$ cat config.mk
export PLATFORM = sky130hd
export DESIGN_NAME = bram_port_a_arbiter
export DESIGN_NICKNAME = d
export VERILOG_FILES = /design/src/rtl/bram_arb_pkg.sv /design/src/rtl/bram_port_a_arbiter_rr_arbiter.sv /design/src/rtl/bram_port_a_arbiter.sv
export SDC_FILE = /design/constraint.sdc
export NUM_CORES = 1
export LEC_CHECK = 0
export BUFFER_PORTS_ARGS = -buffer_cell sky130_fd_sc_hd__clkbuf_2
export CORE_AREA = 8 8 114 116
export CTS_CLUSTER_SIZE = 40
export DETAILED_ROUTE_END_ITERATION = 12
export DIE_AREA = 0 0 122 124
export SLEW_MARGIN = 20
export SYNTH_ARGS = -nofsm -noshare
export SYNTH_HDL_FRONTEND = slang
export SYNTH_SLANG_ARGS = --single-unit
$ cat constraint.sdc
create_clock -name clk_i -period 3.15 [get_ports clk_i]
set_input_delay 0.1575 -clock clk_i [delete_from_list [all_inputs] [get_ports clk_i]]
set_output_delay 0.1575 -clock clk_i [all_outputs]
set_load 0.02 [all_outputs]
$ cat src/rtl/bram_arb_pkg.sv
// Shared types and helpers for the block-RAM port A arbiter.
// The stage id is sized for the largest supported requester count.
package bram_arb_pkg;

  localparam int NUM_REQ_MAX = 16;
  localparam int ID_W = $clog2(NUM_REQ_MAX);

  typedef struct packed {
    logic            vld;
    logic [ID_W-1:0] id;
  } stage_t;

  function automatic logic [NUM_REQ_MAX-1:0] onehot(input logic [ID_W-1:0] idx);
    logic [NUM_REQ_MAX-1:0] oh;
    oh = '0;
    oh[idx] = 1'b1;
    return oh;
  endfunction

endpackage

$ cat src/rtl/bram_port_a_arbiter_rr_arbiter.sv
// Combinational round-robin pick: first valid requester at or after ptr, wrapping.
module rr_arbiter #(
  parameter int NUM_REQ = 4,
  localparam int PTR_W = $clog2(NUM_REQ)
) (
  input  logic [NUM_REQ-1:0] valid,
  input  logic [PTR_W-1:0]   ptr,
  output logic [NUM_REQ-1:0] grant,
  output logic [PTR_W-1:0]   grant_idx
);

  int               j;
  logic [PTR_W-1:0] idx;
  logic             found;

  always_comb begin
    grant     = '0;
    grant_idx = '0;
    found     = 1'b0;
    j         = 0;
    idx       = '0;
    for (int k = 0; k < NUM_REQ; k++) begin
      j = int'(ptr) + k;
      if (j >= NUM_REQ) j = j - NUM_REQ;
      idx = PTR_W'(j);
      if (!found && valid[idx]) begin
        found      = 1'b1;
        grant[idx] = 1'b1;
        grant_idx  = idx;
      end
    end
  end

endmodule

$ cat src/rtl/bram_port_a_arbiter.sv
// Shares RAM port A among NUM_REQ requesters, one access per cycle, and returns
// read data to the issuing requester two cycles after accept.
module bram_port_a_arbiter
  import bram_arb_pkg::*;
#(
  parameter int NUM_REQ    = 4,
  parameter int NB_COL     = 4,
  parameter int COL_WIDTH  = 8,
  parameter int ADDR_BITS  = 10,
  parameter int WORD_WIDTH = NB_COL * COL_WIDTH
) (
  input  logic                            clk_i,
  input  logic                            rst_ni,
  input  logic [NUM_REQ-1:0]              req_valid_i,
  output logic [NUM_REQ-1:0]              req_ready_o,
  input  logic [NUM_REQ*NB_COL-1:0]       req_we_i,
  input  logic [NUM_REQ*ADDR_BITS-1:0]    req_addr_i,
  input  logic [NUM_REQ*WORD_WIDTH-1:0]   req_wdata_i,
  output logic [NUM_REQ-1:0]              rsp_valid_o,
  output logic [WORD_WIDTH-1:0]           rsp_data_o,
  output logic                            ram_en_o,
  output logic [NB_COL-1:0]               ram_we_o,
  output logic [ADDR_BITS-1:0]            ram_addr_o,
  output logic [WORD_WIDTH-1:0]           ram_wdata_o,
  output logic                            ram_reg_en_o,
  output logic                            ram_reg_rst_o,
  input  logic [WORD_WIDTH-1:0]           ram_rdata_i
);

  localparam int PTR_W = $clog2(NUM_REQ);

  logic [PTR_W-1:0]       ptr;
  logic [NUM_REQ-1:0]     grant;
  logic [PTR_W-1:0]       grant_idx;
  logic                   rd_acc_p0;
  stage_t                 stg_p1;
  stage_t                 stg_p2;
  logic [NUM_REQ_MAX-1:0] rsp_oh;
  logic                   unused_oh;

  rr_arbiter #(.NUM_REQ(NUM_REQ)) u_rr (
    .valid     (req_valid_i),
    .ptr       (ptr),
    .grant     (grant),
    .grant_idx (grant_idx)
  );

  assign req_ready_o   = grant;
  assign ram_en_o      = |grant;
  assign ram_reg_rst_o = ~rst_ni;

  always_comb begin
    ram_we_o    = '0;
    ram_addr_o  = '0;
    ram_wdata_o = '0;
    for (int i = 0; i < NUM_REQ; i++) begin
      if (grant[i]) begin
        ram_we_o    = req_we_i[i*NB_COL +: NB_COL];
        ram_addr_o  = req_addr_i[i*ADDR_BITS +: ADDR_BITS];
        ram_wdata_o = req_wdata_i[i*WORD_WIDTH +: WORD_WIDTH];
      end
    end
  end

  assign rd_acc_p0 = ram_en_o && (ram_we_o == '0);

  always_ff @(posedge clk_i) begin
    if (!rst_ni) begin
      ptr <= '0;
    end else if (|grant) begin
      ptr <= (grant_idx == PTR_W'(NUM_REQ - 1)) ? '0 : grant_idx + 1'b1;
    end
  end

  // p0 -> p1: accept cycle; RAM array register loads at this edge
  // p1 -> p2: output register loads while ram_reg_en_o is high
  always_ff @(posedge clk_i) begin
    stg_p1.id <= ID_W'(grant_idx);
    stg_p2.id <= stg_p1.id;
    if (!rst_ni) begin
      stg_p1.vld <= 1'b0;
      stg_p2.vld <= 1'b0;
    end else begin
      stg_p1.vld <= rd_acc_p0;
      stg_p2.vld <= stg_p1.vld;
    end
  end

  assign ram_reg_en_o = stg_p1.vld;

  // p2: RAM output register holds the data for the requester in stg_p2
  assign rsp_oh    = onehot(stg_p2.id);
  assign unused_oh = ^rsp_oh;

  always_comb begin
    rsp_valid_o = '0;
    for (int i = 0; i < NUM_REQ; i++) begin
      rsp_valid_o[i] = stg_p2.vld & rsp_oh[i];
    end
  end

  assign rsp_data_o = ram_rdata_i;

endmodule
# Word level (Yosys, flattened, before mapping)
# Index checks and enable logic that the tools add are counted.
# classes
n_bitwise,8
n_mux,46
n_div,0
addsub,8
n_mul,0
n_reduce_logical,14
shifts,0
n_eq_ne,1
n_lt_le_gt_ge,14
# ops
operator,count
two-way mux 32 bit,4
two-way mux 10 bit,4
two-way mux 4 bit,8
two-way mux 2 bit,9
"< comparator 2 x 3 -> 1 bit, second input constant",4
two-way mux 1 bit,12
bitwise OR 4 bit,3
demux 1 bit (select 2 bit),5
"greater-or-equal comparator 2 x 1 -> 1 bit, second input constant",5
"greater-or-equal comparator 3 bit, second input constant",3
logical AND 1 bit,9
binary-select mux 1 bit (select 2 bit),4
"subtractor 2 x 1 -> 2 bit, second input constant",4
"adder 2 x 2 -> 3 bit, second input constant",2
"< comparator 2 x 5 -> 1 bit, second input constant",1
AND 1 bit,4
zero test 4 bit,1
OR reduction 4 bit,1
"adder 2 x 1 -> 3 bit, second input constant",1
"greater-or-equal comparator 2 x 3 -> 1 bit, second input constant",1
zero test 1 bit,3
"adder 2 x 1 -> 2 bit, second input constant",1
"equality test 2 bit, second input constant",1
NOT 1 bit,1
# totals
output_inout_bits,89
ramBits,0
word_cells,96
inputBits,222
romBits,0
mem_count,0
latchBits,0
regBits,8

# Depth between registers and ports, before layout
# Gate-level depths: netlist of the first run.
# depth
ltp_word,20
depth_mapped,12
ltp_nobuf,10

# Cells and area by module
# A second synthesis of the first run with hierarchy kept.
# unflattened
cells_unflattened,321
hier_area_um2,2356.0
# by_module_without_submodules
module,instances,area_each_um2,cells_per_inst,seq_area_each_um2
bram_port_a_arbiter,1,1951.9,273,160.2
rr_arbiter,1,404.1,48,0.0

# Worst setup path after synthesis of the first run
# Ideal clock, no wire load.
# synth_path
path_type,register -> output
start,register with a tool-made name
end,output port ram_wdata_o[10]
n_path_buf,3
stages_incl_launch_ff,13
arrival_ns,3.166
path_slack_ns,-0.173
required_time_ns,2.992
path_cell_list,dfxtp_1 inv_1 ha_1 buf_2 nor3b_1 a22oi_1 nand2_1 a221o_1 nor2b_1 buf_2 buf_2 a221oi_1 o31ai_1
# synth_lines
element,line_no,source
to (decl),bram_port_a_arbiter.sv:24,"output logic [WORD_WIDTH-1:0] ram_wdata_o,"

==> run metrics, run 1 <==
Die Area=15100 um2; Chip Height=124 um; final setup margin=0.0870 ns; H-tree levels=1; period utilization=97.2%; Setup CP Type=reg -> out; Mapped Area=2370 um2; Total Power=7680 uW; Cell Pwr Density=1600 nW/um2; initial core utilization=21.2%; Layout Skew=0.00212 ns; via count=3915; min cycle time layout=3.06 ns; CTS Sinks=8; final setup violation count=0; Root Driver=clkbuf_16; Antenna Cells=0; share of cells above drive strength 1=70.0%; drt drc=0; grt total ovfl=0; Detailed Place HPWL=11.3 mm; Syn Inst Count=354; antenna-violating nets left=0; initial antenna violation count=1; Min Hold Slack=0.145 ns; fin nets=827; element type at the critical path start=flop; die width=122 um; Vias/cell=5.30; Inserted Clock Buffers=3; Hold WC Path Type=in -> reg; Post-synth EDFFs=0; Total GRT Usage=17.3%; Primary FF master, synth=dfxtp_1; maximum fanout along the worst path=28; Final Hold Viols=0; layout overhead on the synthesized area=102%; Worst-Margin Slew=0.331 ns; Max-cap violations=0; commonest cells after routing, fill and taps aside=217 x clkbuf_2, 56 x buf_4, 52 x nor2_1, 51 x nand2_1, 40 x o31ai_2; vias in the first global route=3956; synthesized flop and latch total=8; GP Congestion=0.970; peak supply drop=0.819 mV; final WL=15.7 mm; DRT iter0 DRCs=254; crit path DAT=2.91 ns; ys async rst share=0%; result of the run=finished, final reports clean; Leak=0.00231 uW; setup TNS=0 ns; Critical Path RT=2.99 ns; most common cell after layout, fill and taps aside=clkbuf_2; Yosys cell types=43; slew margin rel.=77.9%; Std-Cell Rows=39; largest net degree at the start of global routing=47; wire per inst=21.2 um; CTS tree=built; r2r setup slk=0.21 ns; Slew Limit Fails=0; Post-Syn Nets=583; IO Port Bufs=246; Worst-path clk slew=0.04 ns; fmax=326 MHz; sequential fraction of the synthesis area=6.76%; pre-CTS setup slack=-0.199 ns; first-pass GRT wire length=21.2 mm; Core ar.=11200 um2; CTS hold repair buffers=0; syn_area_per_cell=6.69 um2; DR pass1 iterations=5; Synth warnings=0; nature of the critical path endpoint=primary output; Ports=311; post-layout util=42.9%; clk_lat worst skew=0.23 ns; Max Root-Sink Buffers=2
## where the power goes
group	internal [uW]	total (uW)	switching, uW
sequential	151	177	25.9
combinational	3320	7290	3970
clock	163	209	45.3
total	3630	7680	4040
## synthesized netlist by cell type, types with 2 or more instances
library cell   n  area, um2
buf_2         17       85.1
buf_4         35        263
nor3_1         4       20.0
a221oi_1      44        385
a211oi_1       3       22.5
nor2b_1        2       12.5
a221o_1        2       20.0
dfxtp_1        8        160
nand2b_1       5       31.3
o21ai_1        2       10.0
inv_1         11       41.3
nand2_1       53        199
ha_1           7       87.6
o31ai_1       44        330
clkbuf_1      16       60.1
o21ai_0        4       20.0
nor3b_1        7       52.6
nor2_1        52        195
a22oi_1        3       22.5
a21oi_1        2       10.0
and3_1         5       31.3
o32ai_1        2       17.5
a221oi_2       3       45.0
mux4_2         3       67.6
a21o_1         2       15.0
## final timing paths
check	startpoint	to	depth (start not counted)
hold reg to reg	stg_p1[1]	stg_p2[1]	0
setup reg to reg	ptr[1]	ptr[1]	10
setup / recovery	flop	ram_wdata_o[7]	12
hold / removal	rst_ni	stg_p2[4]	2
## critical path: stages (launching register included)
cell and delay [ns]:
dfxtp_2 0.33, inv_2 0.05, ha_4 0.24, buf_4 0.14, nor3b_2 0.16, a22oi_2 0.23, nand2_2 0.09, buf_4 0.17
a221o_4 0.48, buf_4 0.16, buf_12 0.16, o31ai_2 0.24, clkbuf_2 0.22
## metal layers
metal	up-vias	track usage, %	wire (um)	part of all wire (%)
met4	2	4.39	381	2.4
li1	1800	-	-	-
met1	1811	20.0	5650	36
met3	48	6.84	1850	12
met2	254	29.1	7780	50
met5	-	0	13	0.083
## cells by family after synthesis
logic type               count (synthesis)  synth area share [%]
AO/OA/AOI/OAI                          119                  40.9
multiplexers                             5                  3.75
XOR/XNOR                                 1                 0.370
AND/OR/NAND/NOR                        133                  24.9
adder cells (fa/ha/maj)                  7                  3.70
flip-flops                               8                  6.76
buffers and inverters                   81                  19.6
## per-stage QoR
step	area, um2	std cells
after floorplan	2580	354
after global placement	3910	706
after detailed placement	3910	706
after CTS	4320	723
after global routing	4790	739
final	4790	739
## final cells by class
| class | instances | area (um2) |
|---|---|---|
| Multi-Input combinational cell | 268 | 2340 |
| Inverter | 12 | 47.5 |
| Tap cell | 143 | 179 |
| Clock buffer | 3 | 75.1 |
| Sequential cell | 8 | 163 |
| Fill cell | 1111 | 6380 |
| Timing Repair Buffer | 305 | 1990 |
## repair_timing
item                       4_1_cts  5_1_grt
setup buffers                   10       13
cloned                           4        3
pin swaps                       11        8
setup endpoints to repair       47       48
resized for setup               40       73
Power figures use the tool's default switching activity.
==> run 2, diff against run 1 <==
--- a/config.mk
+++ b/config.mk
@@ -10,6 +10,7 @@
 export CTS_CLUSTER_SIZE = 40
 export DETAILED_ROUTE_END_ITERATION = 12
 export DIE_AREA = 0 0 122 124
+export PLACE_DENSITY = 0.64
 export SLEW_MARGIN = 20
 export SYNTH_ARGS = -nofsm -noshare
 export SYNTH_HDL_FRONTEND = slang
==> run metrics, run 2 (synthesis gave the netlist of run 1 again) <==
fmax=322 MHz (was 326 MHz); most common cell after layout, fill and taps aside=clkbuf_2 (unchanged); Hold WC Path Type=in -> reg (unchanged); share of cells above drive strength 1=67.8% (was 70.0%); slew margin rel.=77.8% (was 77.9%); critical hold path startpoint=rst_ni (unchanged); Layout Skew=0.000645 ns (was 0.00212 ns); Post-DP Area=3790 um2 (was 3910 um2); Chip Height=124 um (unchanged); initial antenna violation count=0 (was 1); hold depth=2 (unchanged); Total Power=7350 uW (was 7680 uW); sequential group share of total power=2.4% (was 2.3%); Vias/cell=5.21 (was 5.30); GR Util met3=4.71% (was 6.84%); vias in the first global route=3719 (was 3956); Core ar.=11200 um2 (unchanged); commonest cells after routing, fill and taps aside=235 x clkbuf_2, 52 x nand2_1, 52 x nor2_1, 40 x o31ai_2, 33 x a221oi_2 (was 217 x clkbuf_2, 56 x buf_4, 52 x nor2_1, 51 x nand2_1, 40 x o31ai_2); peak supply drop=0.691 mV (was 0.819 mV); via count=3771 (was 3915); element type at the critical path start=flop (unchanged); Ports=311 (unchanged); Worst R2R Path Depth=11 (was 10); antenna-violating nets left=0 (unchanged); Psw=4010 uW (was 4040 uW); post-route cell area=4630 um2 (was 4790 um2); met1 Track Usage GR=19.2% (was 20.0%); FF/Latch Area=163 um2 (unchanged); Detailed Place HPWL=10.6 mm (was 11.3 mm); cell internal pwr=3340 uW (was 3630 uW); Root Driver=clkbuf_16 (unchanged); period utilization=98.6% (was 97.2%); initial core utilization=21.2% (unchanged); Clk network pwr share=2.8% (was 2.7%); largest net degree at the start of global routing=53 (was 47); Cell Pwr Density=1590 nW/um2 (was 1600 nW/um2); busiest layer in global routing=met2 (unchanged); die width=122 um (unchanged); dpl cells=694 (was 706); Std-Cell Rows=39 (unchanged); maximum fanout along the worst path=24 (was 28); result of the run=finished, final reports clean (unchanged); # fillers=1110 (was 1111); CTS Sinks=8 (unchanged); Slew Limit Fails=0 (unchanged); Max Root-Sink Buffers=2 (unchanged); Inserted Clock Buffers=3 (unchanged); Final Hold Viols=0 (unchanged); IO Port Bufs=246 (unchanged); Worst-Margin Slew=0.333 ns (was 0.331 ns); first-pass GRT wire length=20.0 mm (was 21.2 mm); slowest library cell on the worst path=or4_4 (was a221o_4); logic gate share of total power=94.8% (was 95.0%); min cycle time layout=3.11 ns (was 3.06 ns); crit path DAT=2.95 ns (was 2.91 ns); nature of the critical path endpoint=primary output (unchanged); multi-input logic area=2320 um2 (was 2340 um2); Die Area=15100 um2 (unchanged); DRT iter0 DRCs=147 (was 254); Setup CP Type=reg -> out (unchanged); clk_lat worst skew=0.22 ns (was 0.23 ns); Total GRT Usage=16.5% (was 17.3%); GP Congestion=0.981 (was 0.970); Critical Path RT=2.99 ns (about the same); Net Sw Frac=54.6% (was 52.7%); final WL=15.0 mm (was 15.7 mm); layout overhead on the synthesized area=95.3% (was 102%); DR pass1 iterations=4 (was 5); final setup violation count=0 (unchanged); Worst-path clk slew=0.04 ns (about the same); M2 GR Usage=28.8% (was 29.1%); Antenna Cells=0 (unchanged); wire per inst=20.7 um (was 21.2 um); worst-path cell chain=inv_1 -> ha_4 -> mux4_2 -> a21o_1 -> o21ai_2 -> nand2_4 -> buf_12 -> buf_16 -> or4_4 -> buf_4 (was inv_2 -> ha_4 -> buf_4 -> nor3b_2 -> a22oi_2 -> nand2_2 -> buf_4 -> a221o_4 -> buf_4 -> buf_12 -> o31ai_2 -> clkbuf_2); fin nets=812 (was 827); Max-cap violations=0 (unchanged); final std cells w/o fill=724 (was 739); drt drc=0 (unchanged); critical path's largest stage delay=0.54 ns (was 0.48 ns); Leak=0.00222 uW (was 0.00231 uW); H-tree levels=1 (unchanged); grt total ovfl=0 (unchanged); CTS tree=built (unchanged)
==> run 2: critical path: cells and delay by family, from the launching register on <==
family / cells / cell delay [ns]
AOI/OAI and AO/OA: 2 / 0.43
DFF: 1 / 0.34
and+or+nand+nor: 2 / 0.69
buffers and inverters: 4 / 0.59
adders and majority gates: 1 / 0.29
muxes: 1 / 0.35
==> run 2: cell type report <==
cell class / instances / area share, %
Clock buffer: 3 / 1.62
Inverter: 12 / 1.14
Multi-Input combinational cell: 268 / 50.1
Sequential cell: 8 / 3.52
Tap cell: 143 / 3.87
Timing Repair Buffer: 289 / 39.6
Timing Repair inverter: 1 / 0.135
==> run 2: stage by stage <==
step | util, % | setup slack [ns] | setup TNS (ns) | hold slack, ns
after detailed placement | 33.9 | -0.235 | -6.93 | 0.315
after CTS | 37.2 | -0.0617 | -0.143 | 0.148
final | 41.4 | 0.0438 | 0 | 0.148
after global placement | 33.9 | -0.0706 | -0.579 | 0.313
after global routing | 41.4 | -0.0344 | -0.300 | 0.171
after floorplan | - | 0.0492 | 0 | 0.279
==> run 2: path summary, 6_finish.rpt <==
kind | endpoint | slack, ns
hold reg to reg | stg_p2[1] | 0.32
hold / removal | stg_p2[4] | 0.15
setup / recovery | ram_en_o | 0.04
setup reg to reg | flop | 0.17
==> run 2: routing by layer <==
metal | vias up | wire [um]
met5 | - | 0
li1 | 1762 | -
met4 | 0 | 352
met3 | 26 | 1640
met1 | 1760 | 5480
met2 | 223 | 7540
==> run 2: power by group through the flow <==
| stage | Sequential, uW | Clock (uW) | Combinational (uW) |
|---|---|---|---|
| 6_report | 177 | 207 | 6970 |
| 5_1_grt | 185 | 218 | 7390 |
| 4_1_cts | 176 | 211 | 6120 |
| 3_5_place_dp | 178 | 0 | 5420 |
| 3_3_place_gp | 175 | 0 | 5320 |
| 2_1_floorplan | 197 | 0 | 3760 |
==> run 2: what timing repair did <==
item                                    CTS  global route
resized for setup                        13            68
buffers inserted                         11             7
hold buffers                              0             0
pin swaps                                 2             5
cloned                                    5             4
endpoints found under the setup margin   47            48
==> run 3, diff against run 2 <==
--- a/config.mk
+++ b/config.mk
@@ -10,7 +10,7 @@
 export CTS_CLUSTER_SIZE = 40
 export DETAILED_ROUTE_END_ITERATION = 12
 export DIE_AREA = 0 0 122 124
-export PLACE_DENSITY = 0.64
+export PLACE_DENSITY = 0.62
 export SLEW_MARGIN = 20
 export SYNTH_ARGS = -nofsm -noshare
 export SYNTH_HDL_FRONTEND = slang
==> constraint.sdc (replaced) <==
create_clock -name clk_i -period 3.08 [get_ports clk_i]
set_input_delay 0.154 -clock clk_i [delete_from_list [all_inputs] [get_ports clk_i]]
set_output_delay 0.154 -clock clk_i [all_outputs]
set_load 0.02 [all_outputs]
==> run metrics, run 3 (synthesis gave the netlist of run 1 again) <==
result of the run=finished, final reports clean (unchanged); Clk network pwr share=2.8% (about the same); multi-input logic area=2370 um2 (was 2320 um2); dpl cells=694 (unchanged); Max Root-Sink Buffers=2 (unchanged); r2r setup slk=0.16 ns (was 0.17 ns); CTS hold repair buffers=0 (unchanged); fin nets=819 (was 812); die width=122 um (unchanged); Std-Cell Rows=39 (unchanged); Max-cap violations=0 (unchanged); CTS Sinks=8 (unchanged); most common cell after layout, fill and taps aside=clkbuf_2 (unchanged); antenna-violating nets left=0 (unchanged); clk_lat worst skew=0.23 ns (was 0.22 ns); Die Area=15100 um2 (unchanged); Worst-path clk slew=0.04 ns (about the same); logic gate share of total power=94.7% (was 94.8%); peak supply drop=0.887 mV (was 0.691 mV); Hold WC Path Type=in -> reg (unchanged); Net Sw Frac=53.0% (was 54.6%); critical path's largest stage delay=0.61 ns (was 0.54 ns); final setup violation count=0 (unchanged); DRT iter0 DRCs=212 (was 147); Layout Skew=0.00143 ns (was 0.000645 ns); fmax=326 MHz; Chip Height=124 um (unchanged); Inserted Clock Buffers=3 (unchanged); critical hold path startpoint=rst_ni (unchanged); RSZ-0062 raised after global routing=true; via count=3777 (was 3771); Worst R2R Path Depth=12 (was 11); GP Congestion=0.919 (was 0.981); first-pass GRT wire length=19.9 mm (was 20.0 mm); cell internal pwr=3620 uW (was 3340 uW); CTS tree=built (unchanged); pre-CTS setup slack=0.0246 ns (was -0.235 ns); DR pass1 iterations=4 (unchanged); RR Endpoint=ptr[1]; Root Driver=clkbuf_16 (unchanged); initial antenna violation count=0 (unchanged); Leak=0.00228 uW (was 0.00222 uW); setup TNS=0 ns (unchanged); FF/Latch Area=165 um2 (was 163 um2); Antenna Cells=0 (unchanged); Total GRT Usage=16.3% (was 16.5%); Worst Setup SP=ptr[1]; worst-path cell chain=buf_6 -> mux4_2 -> nand2_1 -> o21ai_0 -> a221o_2 -> nor2b_4 -> buf_4 -> clkbuf_16 -> a221oi_1 -> o31ai_2 -> buf_4 (was inv_1 -> ha_4 -> mux4_2 -> a21o_1 -> o21ai_2 -> nand2_4 -> buf_12 -> buf_16 -> or4_4 -> buf_4); share of cells above drive strength 1=69.6% (was 67.8%); drt drc=0 (unchanged); Slew Limit Fails=0 (unchanged); final WL=14.8 mm (was 15.0 mm); slew margin rel.=77.6% (was 77.8%); Core ar.=11200 um2 (unchanged); sequential group share of total power=2.5% (was 2.4%); Setup CP Type=reg -> out (unchanged); Detailed Place HPWL=10.9 mm (was 10.6 mm); Cell Pwr Density=1610 nW/um2 (was 1590 nW/um2); Psw=4070 uW (was 4010 uW); IO Port Bufs=246 (unchanged); Critical Path RT=2.93 ns (was 2.99 ns); wire per inst=20.2 um (was 20.7 um); final setup margin=0.0127 ns (was 0.0438 ns); initial core utilization=21.2% (unchanged); Worst-Margin Slew=0.335 ns (was 0.333 ns); min cycle time layout=3.07 ns; nature of the critical path endpoint=primary output (unchanged); # fillers=1104 (was 1110); element type at the critical path start=flop (unchanged); grt total ovfl=0 (unchanged); H-tree levels=1 (unchanged); crit path DAT=2.91 ns (was 2.95 ns); slowest library cell on the worst path=mux4_2 (was or4_4); vias in the first global route=3844 (was 3719); layout overhead on the synthesized area=102% (was 95.3%); largest net degree at the start of global routing=46 (was 53); commonest cells after routing, fill and taps aside=212 x clkbuf_2, 52 x nor2_1, 51 x nand2_1, 47 x buf_4, 41 x o31ai_2 (was 235 x clkbuf_2, 52 x nand2_1, 52 x nor2_1, 40 x o31ai_2, 33 x a221oi_2); period utilization=99.6%; final std cells w/o fill=731 (was 724); Final Hold Viols=0 (unchanged); Most Frequent Cell on Critical Path=buf_4; Setup crit end=ram_wdata_o[22] (was ram_en_o); Ports=311 (unchanged); maximum fanout along the worst path=11 (was 24); Vias/cell=5.17 (was 5.21)
## run 3: layout make-up
class,count,area share [%]
Timing Repair Buffer,300,40.8
Tap cell,143,3.74
Multi-Input combinational cell,265,49.4
Inverter,12,1.05
Sequential cell,8,3.45
Clock buffer,3,1.57
## run 3: worst max-delay path, delay by kind of cell, from the launching register on
family                 cells  cell delay, ns
AOI/OAI and AO/OA          4            0.87
and+or+nand+nor            2            0.26
DFF                        1            0.33
muxes                      1            0.61
buffers and inverters      4            0.60
## run 3: power groups by stage
stage | clock network [uW] | registers (uW) | logic [uW]
3_5_place_dp | 0 | 188 | 5700
6_report | 218 | 190 | 7280
5_1_grt | 231 | 199 | 7740
3_3_place_gp | 0 | 185 | 5610
4_1_cts | 223 | 190 | 6580
2_1_floorplan | 0 | 203 | 3900
## run 3: layer usage
metal  track usage [%]  vias to the layer above  routed length [um]
met4              5.17                        0                 225
met5                 0                        -                   0
met2              30.0                      203                7870
li1                  -                     1776                   -
met3              4.22                       28                1390
met1              17.8                     1770                5290
## run 3: how the worst min path moves through the flow
stage | to | depth (start not counted) | slack (ns)
CTS | stg_p2[4] | 2 | 0.14
floorplan | stg_p2[4] | 1 | 0.28
global route | stg_p2[4] | 2 | 0.16
detailed placement | rsp_data_o[19] | 0 | 0.31
global placement | rsp_data_o[19] | 0 | 0.31
finish | stg_p2[4] | 2 | 0.15
## run 3: through the flow
step           hold slack [ns]  total power (uW)  area, um2  utilization (%)
2_1_floorplan            0.276              4110       2610                -
3_3_place_gp             0.308              5800       3870             34.7
3_5_place_dp             0.308              5890       3870             34.7
4_1_cts                  0.144              6990       4390             39.3
5_1_grt                  0.163              8160       4790             42.9
6_report                 0.146              7690       4790             42.9
## run 3: timing repair
| action | in CTS | in global routing |
|---|---|---|
| hold endpoints to repair | 0 | 0 |
| buffers inserted | 15 | 14 |
| gates cloned | 3 | 3 |
| endpoints found under the setup margin | 47 | 47 |
| resized for setup | 39 | 80 |
| pin swaps | 6 | 12 |
